==> src/rtl/cpu_run_monitor.sv <==
// Run controller for the single-cycle cpu: sequences a run, counts cycles
// and branches, detects program end and scoreboards data-memory writes.
module cpu_run_monitor #(
  parameter int ADDR_WIDTH  = 32,
  parameter int DATA_WIDTH  = 32,
  parameter int CNT_WIDTH   = 16,
  parameter int MAX_CYCLES  = 1000,
  parameter int STALL_LIMIT = 8,
  parameter int NUM_CHECKS  = 4
) (
  input  logic                             clk,
  input  logic                             reset,
  input  logic                             start,
  input  logic [ADDR_WIDTH-1:0]            pc,
  input  logic                             halt,
  input  logic                             branch_taken,
  input  logic                             dmem_we,
  input  logic [ADDR_WIDTH-1:0]            dmem_addr,
  input  logic [DATA_WIDTH-1:0]            dmem_wdata,
  input  logic [NUM_CHECKS-1:0]            check_en,
  input  logic [NUM_CHECKS*ADDR_WIDTH-1:0] check_addr,
  input  logic [NUM_CHECKS*DATA_WIDTH-1:0] check_val,
  output logic                             running,
  output logic                             done,
  output logic                             timeout,
  output logic                             pass,
  output logic [CNT_WIDTH-1:0]             cycle_count,
  output logic [CNT_WIDTH-1:0]             branch_count,
  output logic [NUM_CHECKS-1:0]            check_hit
);

  localparam int SW = $clog2(STALL_LIMIT + 1);

  typedef enum logic [1:0] {IDLE, RUN, DONE} state_t;

  state_t                state, state_n;
  logic                  begin_run, end_run, end_to;
  logic [CNT_WIDTH-1:0]  cyc_n, br_n;
  logic [31:0]           cyc_plus;
  logic [SW-1:0]         stall, stall_n;
  logic [ADDR_WIDTH-1:0] last_pc;
  logic [DATA_WIDTH-1:0] capture [NUM_CHECKS];
  logic [DATA_WIDTH-1:0] cap_n   [NUM_CHECKS];
  logic [NUM_CHECKS-1:0] hit_n;
  logic                  ok;

  assign running = (state == RUN);
  assign done    = (state == DONE);

  always_comb begin
    cyc_n    = (&cycle_count) ? cycle_count : cycle_count + 1'b1;
    br_n     = (branch_taken && !(&branch_count))
             ? branch_count + 1'b1 : branch_count;
    cyc_plus = 32'(cycle_count) + 32'd1;
    stall_n  = (pc == last_pc) ? stall + 1'b1 : '0;
    hit_n    = check_hit;
    ok       = 1'b1;
    for (int i = 0; i < NUM_CHECKS; i++) begin
      cap_n[i] = capture[i];
      if (dmem_we && check_en[i] &&
          dmem_addr == check_addr[i*ADDR_WIDTH +: ADDR_WIDTH]) begin
        cap_n[i] = dmem_wdata;
        hit_n[i] = 1'b1;
      end
      // pass looks at the post-edge capture so the final write counts
      if (check_en[i] &&
          !(hit_n[i] && cap_n[i] == check_val[i*DATA_WIDTH +: DATA_WIDTH]))
        ok = 1'b0;
    end
  end

  always_ff @(posedge clk or posedge reset) begin
    if (reset) state <= IDLE;
    else       state <= state_n;
  end

  always_comb begin
    state_n   = state;
    begin_run = 1'b0;
    end_run   = 1'b0;
    end_to    = 1'b0;
    unique case (state)
      IDLE, DONE: begin
        if (start) begin
          state_n   = RUN;
          begin_run = 1'b1;
        end
      end
      RUN: begin
        if (halt || stall_n == SW'(STALL_LIMIT)) begin
          end_run = 1'b1;
        end else if (cyc_plus == 32'(MAX_CYCLES)) begin
          end_run = 1'b1;
          end_to  = 1'b1;
        end
        if (end_run) state_n = DONE;
      end
      default: state_n = IDLE;
    endcase
  end

  always_ff @(posedge clk or posedge reset) begin
    if (reset) begin
      cycle_count  <= '0;
      branch_count <= '0;
      stall        <= '0;
      last_pc      <= '0;
      check_hit    <= '0;
      timeout      <= 1'b0;
      pass         <= 1'b0;
      for (int i = 0; i < NUM_CHECKS; i++) capture[i] <= '0;
    end else if (begin_run) begin
      cycle_count  <= '0;
      branch_count <= '0;
      stall        <= '0;
      last_pc      <= pc;
      check_hit    <= '0;
      timeout      <= 1'b0;
      pass         <= 1'b0;
      for (int i = 0; i < NUM_CHECKS; i++) capture[i] <= '0;
    end else if (state == RUN) begin
      cycle_count  <= cyc_n;
      branch_count <= br_n;
      stall        <= stall_n;
      last_pc      <= pc;
      check_hit    <= hit_n;
      for (int i = 0; i < NUM_CHECKS; i++) capture[i] <= cap_n[i];
      if (end_run) begin
        timeout <= end_to;
        pass    <= !end_to && ok;
      end
    end
  end

endmodule
==> config.mk <==
export PLATFORM = sky130hd
export DESIGN_NAME = cpu_run_monitor
export DESIGN_NICKNAME = d
export VERILOG_FILES = /design/src/rtl/cpu_run_monitor.sv
export SDC_FILE = /design/constraint.sdc
export NUM_CORES = 1
export LEC_CHECK = 0
export BUFFER_PORTS_ARGS = -buffer_cell sky130_fd_sc_hd__buf_2
export CELL_PAD_IN_SITES_DETAIL_PLACEMENT = 1
export CELL_PAD_IN_SITES_GLOBAL_PLACEMENT = 2
export CORE_ASPECT_RATIO = 1.25
export CORE_MARGIN = 2
export CORE_UTILIZATION = 30
export CTS_BUF_LIST = sky130_fd_sc_hd__clkbuf_8
export DETAILED_ROUTE_END_ITERATION = 16
export GPL_TIMING_DRIVEN = 0
export PLACE_DENSITY_LB_ADDON = 0.1
export RECOVER_POWER = 100
export SLEW_MARGIN = 20
export SYNTH_ARGS = -nofsm -noshare
export SYNTH_HDL_FRONTEND = slang
export SYNTH_SLANG_ARGS = --single-unit
==> constraint.sdc <==
create_clock -name clk -period 8.7 [get_ports clk]
set_input_delay 2.175 -clock clk [delete_from_list [all_inputs] [get_ports clk]]
set_output_delay 2.175 -clock clk [all_outputs]
set_load 0.05 [all_outputs]
==> results of run 1 <==
==> layer usage <==
metal / global-route usage (%) / up-vias / wire, um
li1: - / 6685 / -
met1: 34.9 / 7218 / 28900
met2: 51.9 / 484 / 35600
met3: 5.69 / 130 / 4420
met4: 10.6 / 22 / 2820
met5: 0 / - / 138
==> power by group <==
group          switching, uW  total (uW)  leakage [uW]  internal, uW
sequential              52.0        1060       0.00279          1010
combinational            475         695       0.00437           220
clock                    447        1030      0.000463           585
total                    974        2790       0.00762          1810
==> flip-flops by register name, indices dropped and copies added (netlist names) <==
| signal | flops |
|---|---|
| last_pc | 32 |
| check_hit | 4 |
| branch_count | 16 |
| state | 2 |
| timeout | 1 |
| pass | 1 |
| stall | 4 |
| capture | 128 |
| cycle_count | 16 |
==> cell families (layout without fill, tap and decap cells) <==
logic type,after synthesis,in the layout,share of synthesized area (%)
AND/OR/NAND/NOR,640,640,22.9
XOR/XNOR,312,312,19.4
flip-flops,204,204,36.2
adder cells (fa/ha/maj),4,4,0.355
other,0,5,0
AO/OA/AOI/OAI,296,296,13.4
buffers and inverters,169,616,4.80
multiplexers,40,40,2.90
==> tightest hold or removal path: stages, from the launching register on <==
cell and delay [ns]:
dfrtp_1 0.35, nand2_1 0.05, nand2_1 0.05
==> cells in the final DEF, fill, tap and decap left out, types with 6 or more instances in the layout <==
| cell | instances |
|---|---|
| xnor2_1 | 109 |
| clkbuf_8 | 49 |
| xor2_1 | 203 |
| o2bb2ai_1 | 7 |
| nand4_1 | 60 |
| clkbuf_1 | 126 |
| or3_1 | 10 |
| o22ai_1 | 23 |
| o211ai_1 | 14 |
| buf_2 | 336 |
| and3_1 | 6 |
| o221ai_1 | 9 |
| o31ai_1 | 18 |
| nand3_1 | 90 |
| nand2_1 | 278 |
| dfrtp_1 | 204 |
| nor2b_1 | 11 |
| and4_1 | 9 |
| a21oi_1 | 16 |
| nor4_1 | 61 |
| nor4_2 | 9 |
| mux2i_1 | 36 |
| o2111ai_1 | 10 |
| o21ai_0 | 144 |
| a22o_1 | 10 |
| inv_1 | 89 |
| nor2_1 | 38 |
| nor3_1 | 24 |
| nand2b_1 | 15 |
==> final cells by class <==
class / instances / area, um2
Fill cell: 5721 / 28700
Multi-Input combinational cell: 1292 / 8290
Sequential cell: 204 / 5100
Timing Repair Buffer: 380 / 1890
Tap cell: 585 / 732
Clock buffer: 48 / 661
Buffer: 91 / 357
Inverter: 78 / 294
Clock inverter: 19 / 158
Antenna cell: 5 / 12.5
==> through the flow <==
step	area, um2	instances
4_1_cts	17600	2697
2_1_floorplan	14100	1665
3_5_place_dp	16800	2630
3_3_place_gp	16700	2628
6_report	17500	2702
5_1_grt	17500	2701
==> final timing paths <==
path	to	startpoint	slack (ns)
max in group asynchronous	last_pc[2]$_DFFE_PP0P_	reset	5.51
min reg2reg	last_pc[30]$_DFFE_PP0P_	last_pc[30]$_DFFE_PP0P_	0.49
min in group asynchronous	capture[72]$_DFFE_PP0P_	reset	1.73
min	last_pc[30]$_DFFE_PP0P_	last_pc[30]$_DFFE_PP0P_	0.49
max reg2reg	pass$_DFFE_PP0P_	capture[71]$_DFFE_PP0P_	5.53
max	pass$_DFFE_PP0P_	dmem_addr[17]	1.94
==> flow_summary.yaml, run 1 <==
status:
  status: "finished clean"
die:
  die_area_um2: 48700
  core_um2: 46200
  fp.dieW_um: 198
  num_rows: 88
  pin_count: 402
  start_util_pct: 30.5
  die_y_um: 246
clock_tree:
  clk_root_buffer_cell: "clkbuf_8"
  insertion_delay_ns: 0.56
  cts_buffer_depth: 3
  cts_tree: "built"
  h-tree-depth: 2
  post_cts_buffers: 0
  cts_resized: 0
  postCtsHoldBufs: 0
  cts-buffers-inserted: 38
  clkSinkCount: 204
  clk_pin_slew_ns: 0.07
setup_path:
  end_kind: "flop"
  critPathLaunchType: "input pin"
  critPathMaxStageDelay_ns: 1.06
  path_cells: "clkbuf_1, xnor2_1, nand4_1, nor3b_1, and3_2, clkbuf_1, clkbuf_1, mux2i_1, xor2_1, nand2_1, o41ai_1, a32o_1"
  critPathRequiredTime_ns: 9.20
  critical_path_class: "input pin to flop"
  r2r_cells: 6
  critical-path-slowest-cell: "nor3b_1"
  critPathTopFamily: "simple AND/OR/NAND/NOR gates"
  arrival_ns: 7.25
  critPathBufInv: 3
  cp_common_cell: "clkbuf_1"
  path_max_fanout: 10
  path_depth: 12
routing:
  routed_wl_mm: 71.9
  drc: 0
  vias: 14500
  dr.pass1.iters: 5
  avgRoutedWirePerCell_um: 26.6
  ant_nets: 0
  avgViaCountPerCell: 5.38
  drt_iter0_drc: 781
logic_synthesis:
  synth_top_area_share_pct: 36.2
  mappedNetlistArea_um2: 14100
  synth_area_leaders: "dfrtp_1, xor2_1, nand2_1"
  synth_seq_cells: 204
  syn_inst: 1665
  seq_area_frac_synth_pct: 36.2
  avgSynthCellArea_um2: 8.46
  ys_types: 74
  synth_nets: 2031
  ys.flop_type: "dfrtp_1"
  synth-async-reset-ratio_pct: 100
  synth_top_cells_by_count: "nand2_1, dfrtp_1, xor2_1, o21ai_0, xnor2_1"
  synth_warnings: 0
  yosysTopAreaCell: "dfrtp_1"
  synth.most_common_cell: "nand2_1"
  synth-edff-count: 0
pwr:
  power.total_uw: 2790
  p_leak_uw: 0.00762
  ir_drop_v: 0.0000654
  power.density_nw_per_um2: 159
sta:
  rsz0062_at_grt: "no"
  min_period_ns: 6.76
  slew_headroom_pct: 9.50
  hold_viol: 0
  fmax_mhz: 148
  min_period_over_period_pct: 77.6
  setup_tns_ns: 0
  drv_slew: 0
  clock_skew_ns: 0.0304
  setup_viol: 0
  tightest_slew_ns: 1.35
  hold-worst-slack_ns: 0.486
  setup_ws_ns: 1.94
global_routing:
  grt_use_total_pct: 29.2
  grt_overflow_total: 0
  grt_pass1_vias: 15400
  antenna_found_initial: 18
  grt_pass1_wl_mm: 103
  grt_start_max_net_pins: 96
place:
  gp_congestion: 0.987
  dp_slack_ns: 2.49
  hpwlAfterDp_mm: 58.2
  io_buffers: 378
worst_hold_path:
  min_path_type: "flop to flop"
  whs_path_depth: 2
cells_and_area:
  syn2layout_area_growth_pct: 24.1
  final_util_pct: 37.8
  finalNetCount: 2451
  drive_gt1_share_pct: 19.7
job:
  maxCapViolCount: 0
No activity file was read; power rests on OpenSTA's default activity.
==> inputs of run 2 (changes only) <==
CORE_UTILIZATION = 28   (was 30)
clock period = 5.9 ns   (was 8.7 ns; I/O delays follow)
==> flow_summary.yaml, run 2 (synthesis results as in run 1) <==
sta:
  clock_skew_ns: 0.0112
  slew_headroom_pct: -13.2
  setup_viol: 0
  rsz0062_at_grt: "no"
  hold_viol: 0
  hold-worst-slack_ns: 0.484
  setup_ws_ns: 0.426
  tightest_slew_ns: 1.70
  min_period_over_period_pct: 92.8
  drv_slew: 52
  fmax_mhz: 183
  setup_tns_ns: 0
  min_period_ns: 5.47
clock_tree:
  post_cts_buffers: 0
  clkSinkCount: 204
  h-tree-depth: 2
  clk_root_buffer_cell: "clkbuf_8"
  cts-buffers-inserted: 40
  cts_tree: "built"
  postCtsHoldBufs: 0
  insertion_delay_ns: 0.57
  cts_buffer_depth: 3
  clk_pin_slew_ns: 0.06
  cts_resized: 0
status:
  status: "finished with violations"
  violations: "capacitance limit, slew limit"
routing:
  ant_nets: 0
  drc: 0
  drt_iter0_drc: 827
  routed_wl_mm: 73.6
  dr.pass1.iters: 6
  avgViaCountPerCell: 5.26
  avgRoutedWirePerCell_um: 26.4
  vias: 14600
cells_and_area:
  finalNonFillerCells: 2782
  layout_common_cells: "buf_2, nand2_1, dfrtp_1"
  reg_top3: "capture: 128 flops, last_pc: 32 flops"
  multiInputGateArea_um2: 8290
  nFillCells: 6117
  drive_gt1_share_pct: 20.3
  finalNetCount: 2459
  largest_reg_flops: 128
  syn2layout_area_growth_pct: 25.4
  layout_commonest_cell: "buf_2"
  final_util_pct: 35.7
  largest-register: "capture"
  seqCellArea_um2: 5100
setup_path:
  end_kind: "flop"
  arrival_ns: 5.97
  r2r_start: "cycle_count[0]$_DFFE_PP0P_"
  path_max_fanout: 10
  critical_path_class: "input pin to flop"
  r2r_cells: 10
  worstReg2RegEnd: "pass$_DFFE_PP0P_"
  critPathLaunchType: "input pin"
  ff2ff_setup_slack_ns: 2.65
  critPathRequiredTime_ns: 6.40
place:
  dp.cells: 2702
  dp_slack_ns: -0.0435
  hpwlAfterDp_mm: 60.0
  io_buffers: 378
  gp_congestion: 0.955
die:
  pin_count: 402
  fp.dieW_um: 205
  die_area_um2: 52200
  die_y_um: 255
  num_rows: 91
  start_util_pct: 28.5
  core_um2: 49500
pwr:
  power.density_nw_per_um2: 236
  ir_drop_v: 0.000120
  p_leak_uw: 0.00766
global_routing:
  grt_pass1_vias: 15300
  grt_use_total_pct: 27.7
  grt_overflow_total: 0
  grt_pass1_wl_mm: 104
  antenna_found_initial: 20
  grt_start_max_net_pins: 30
worst_hold_path:
  whs_path_depth: 2
  min_path_type: "flop to flop"
  whs_endpoint: "last_pc[13]$_DFFE_PP0P_"
  worstHoldStart: "last_pc[13]$_DFFE_PP0P_"
job:
  maxCapViolCount: 2
==> run 2: cell types whose count changed in the layout (fill, tap and decap cells not counted), moves of 2 or more <==
cell / delta
buf_12: +4
buf_16: -2
bufinv_16: -2
clkbuf_1: +2
clkbuf_8: +7
clkinv_2: +4
diode_2: +5
inv_1: -6
==> run 2: metrics by stage <==
stage / power, uW / area, um2
global route: 4350 / 17700
finish: 4170 / 17700
detailed placement: 2650 / 17000
floorplan: 2120 / 14100
global placement: 2620 / 16800
CTS: 4240 / 17800
==> run 2: per-layer routing <==
metal	GRT usage (%)	part of all wire (%)	up-vias
met1	33.1	40	7289
met4	11.1	4.3	18
met2	48.3	49	504
met5	0	0.16	-
met3	5.82	6.1	121
li1	-	-	6710
==> run 2: worst max path at each step <==
stage / to / start / depth (start not counted)
after floorplan: branch_count[0]$_DFFE_PP0P_ / reset / 1
after global placement: pass$_DFFE_PP0P_ / dmem_addr[15] / 12
after detailed placement: pass$_DFFE_PP0P_ / dmem_addr[15] / 12
after CTS: pass$_DFFE_PP0P_ / dmem_addr[15] / 12
after global routing: pass$_DFFE_PP0P_ / dmem_addr[15] / 12
final: pass$_DFFE_PP0P_ / dmem_addr[15] / 12
==> run 2: area by class of cell <==
cell class,count,area share (%)
Antenna cell,10,0.142
Buffer,91,2.13
Clock buffer,55,4.28
Clock inverter,15,0.545
Inverter,78,1.66
Multi-Input combinational cell,1292,46.9
Sequential cell,204,28.9
Tap cell,651,4.61
Timing Repair Buffer,386,10.8
==> run 2: where the power goes <==
part           leakage (uW)  internal (uW)  switching [uW]
Combinational       0.00440            325             707
Clock              0.000474            873             698
Sequential          0.00279           1490            78.7
==> run 2: critical path, stage by stage <==
cell	delay, ns
clkbuf_1	0.21
xor2_1	0.12
nor4_2	0.84
nand2_1	0.16
nor4_2	0.73
buf_4	0.34
buf_4	0.25
mux2i_1	0.32
xor2_1	0.18
nand3_1	0.11
o41ai_1	0.95
a32o_1	0.28
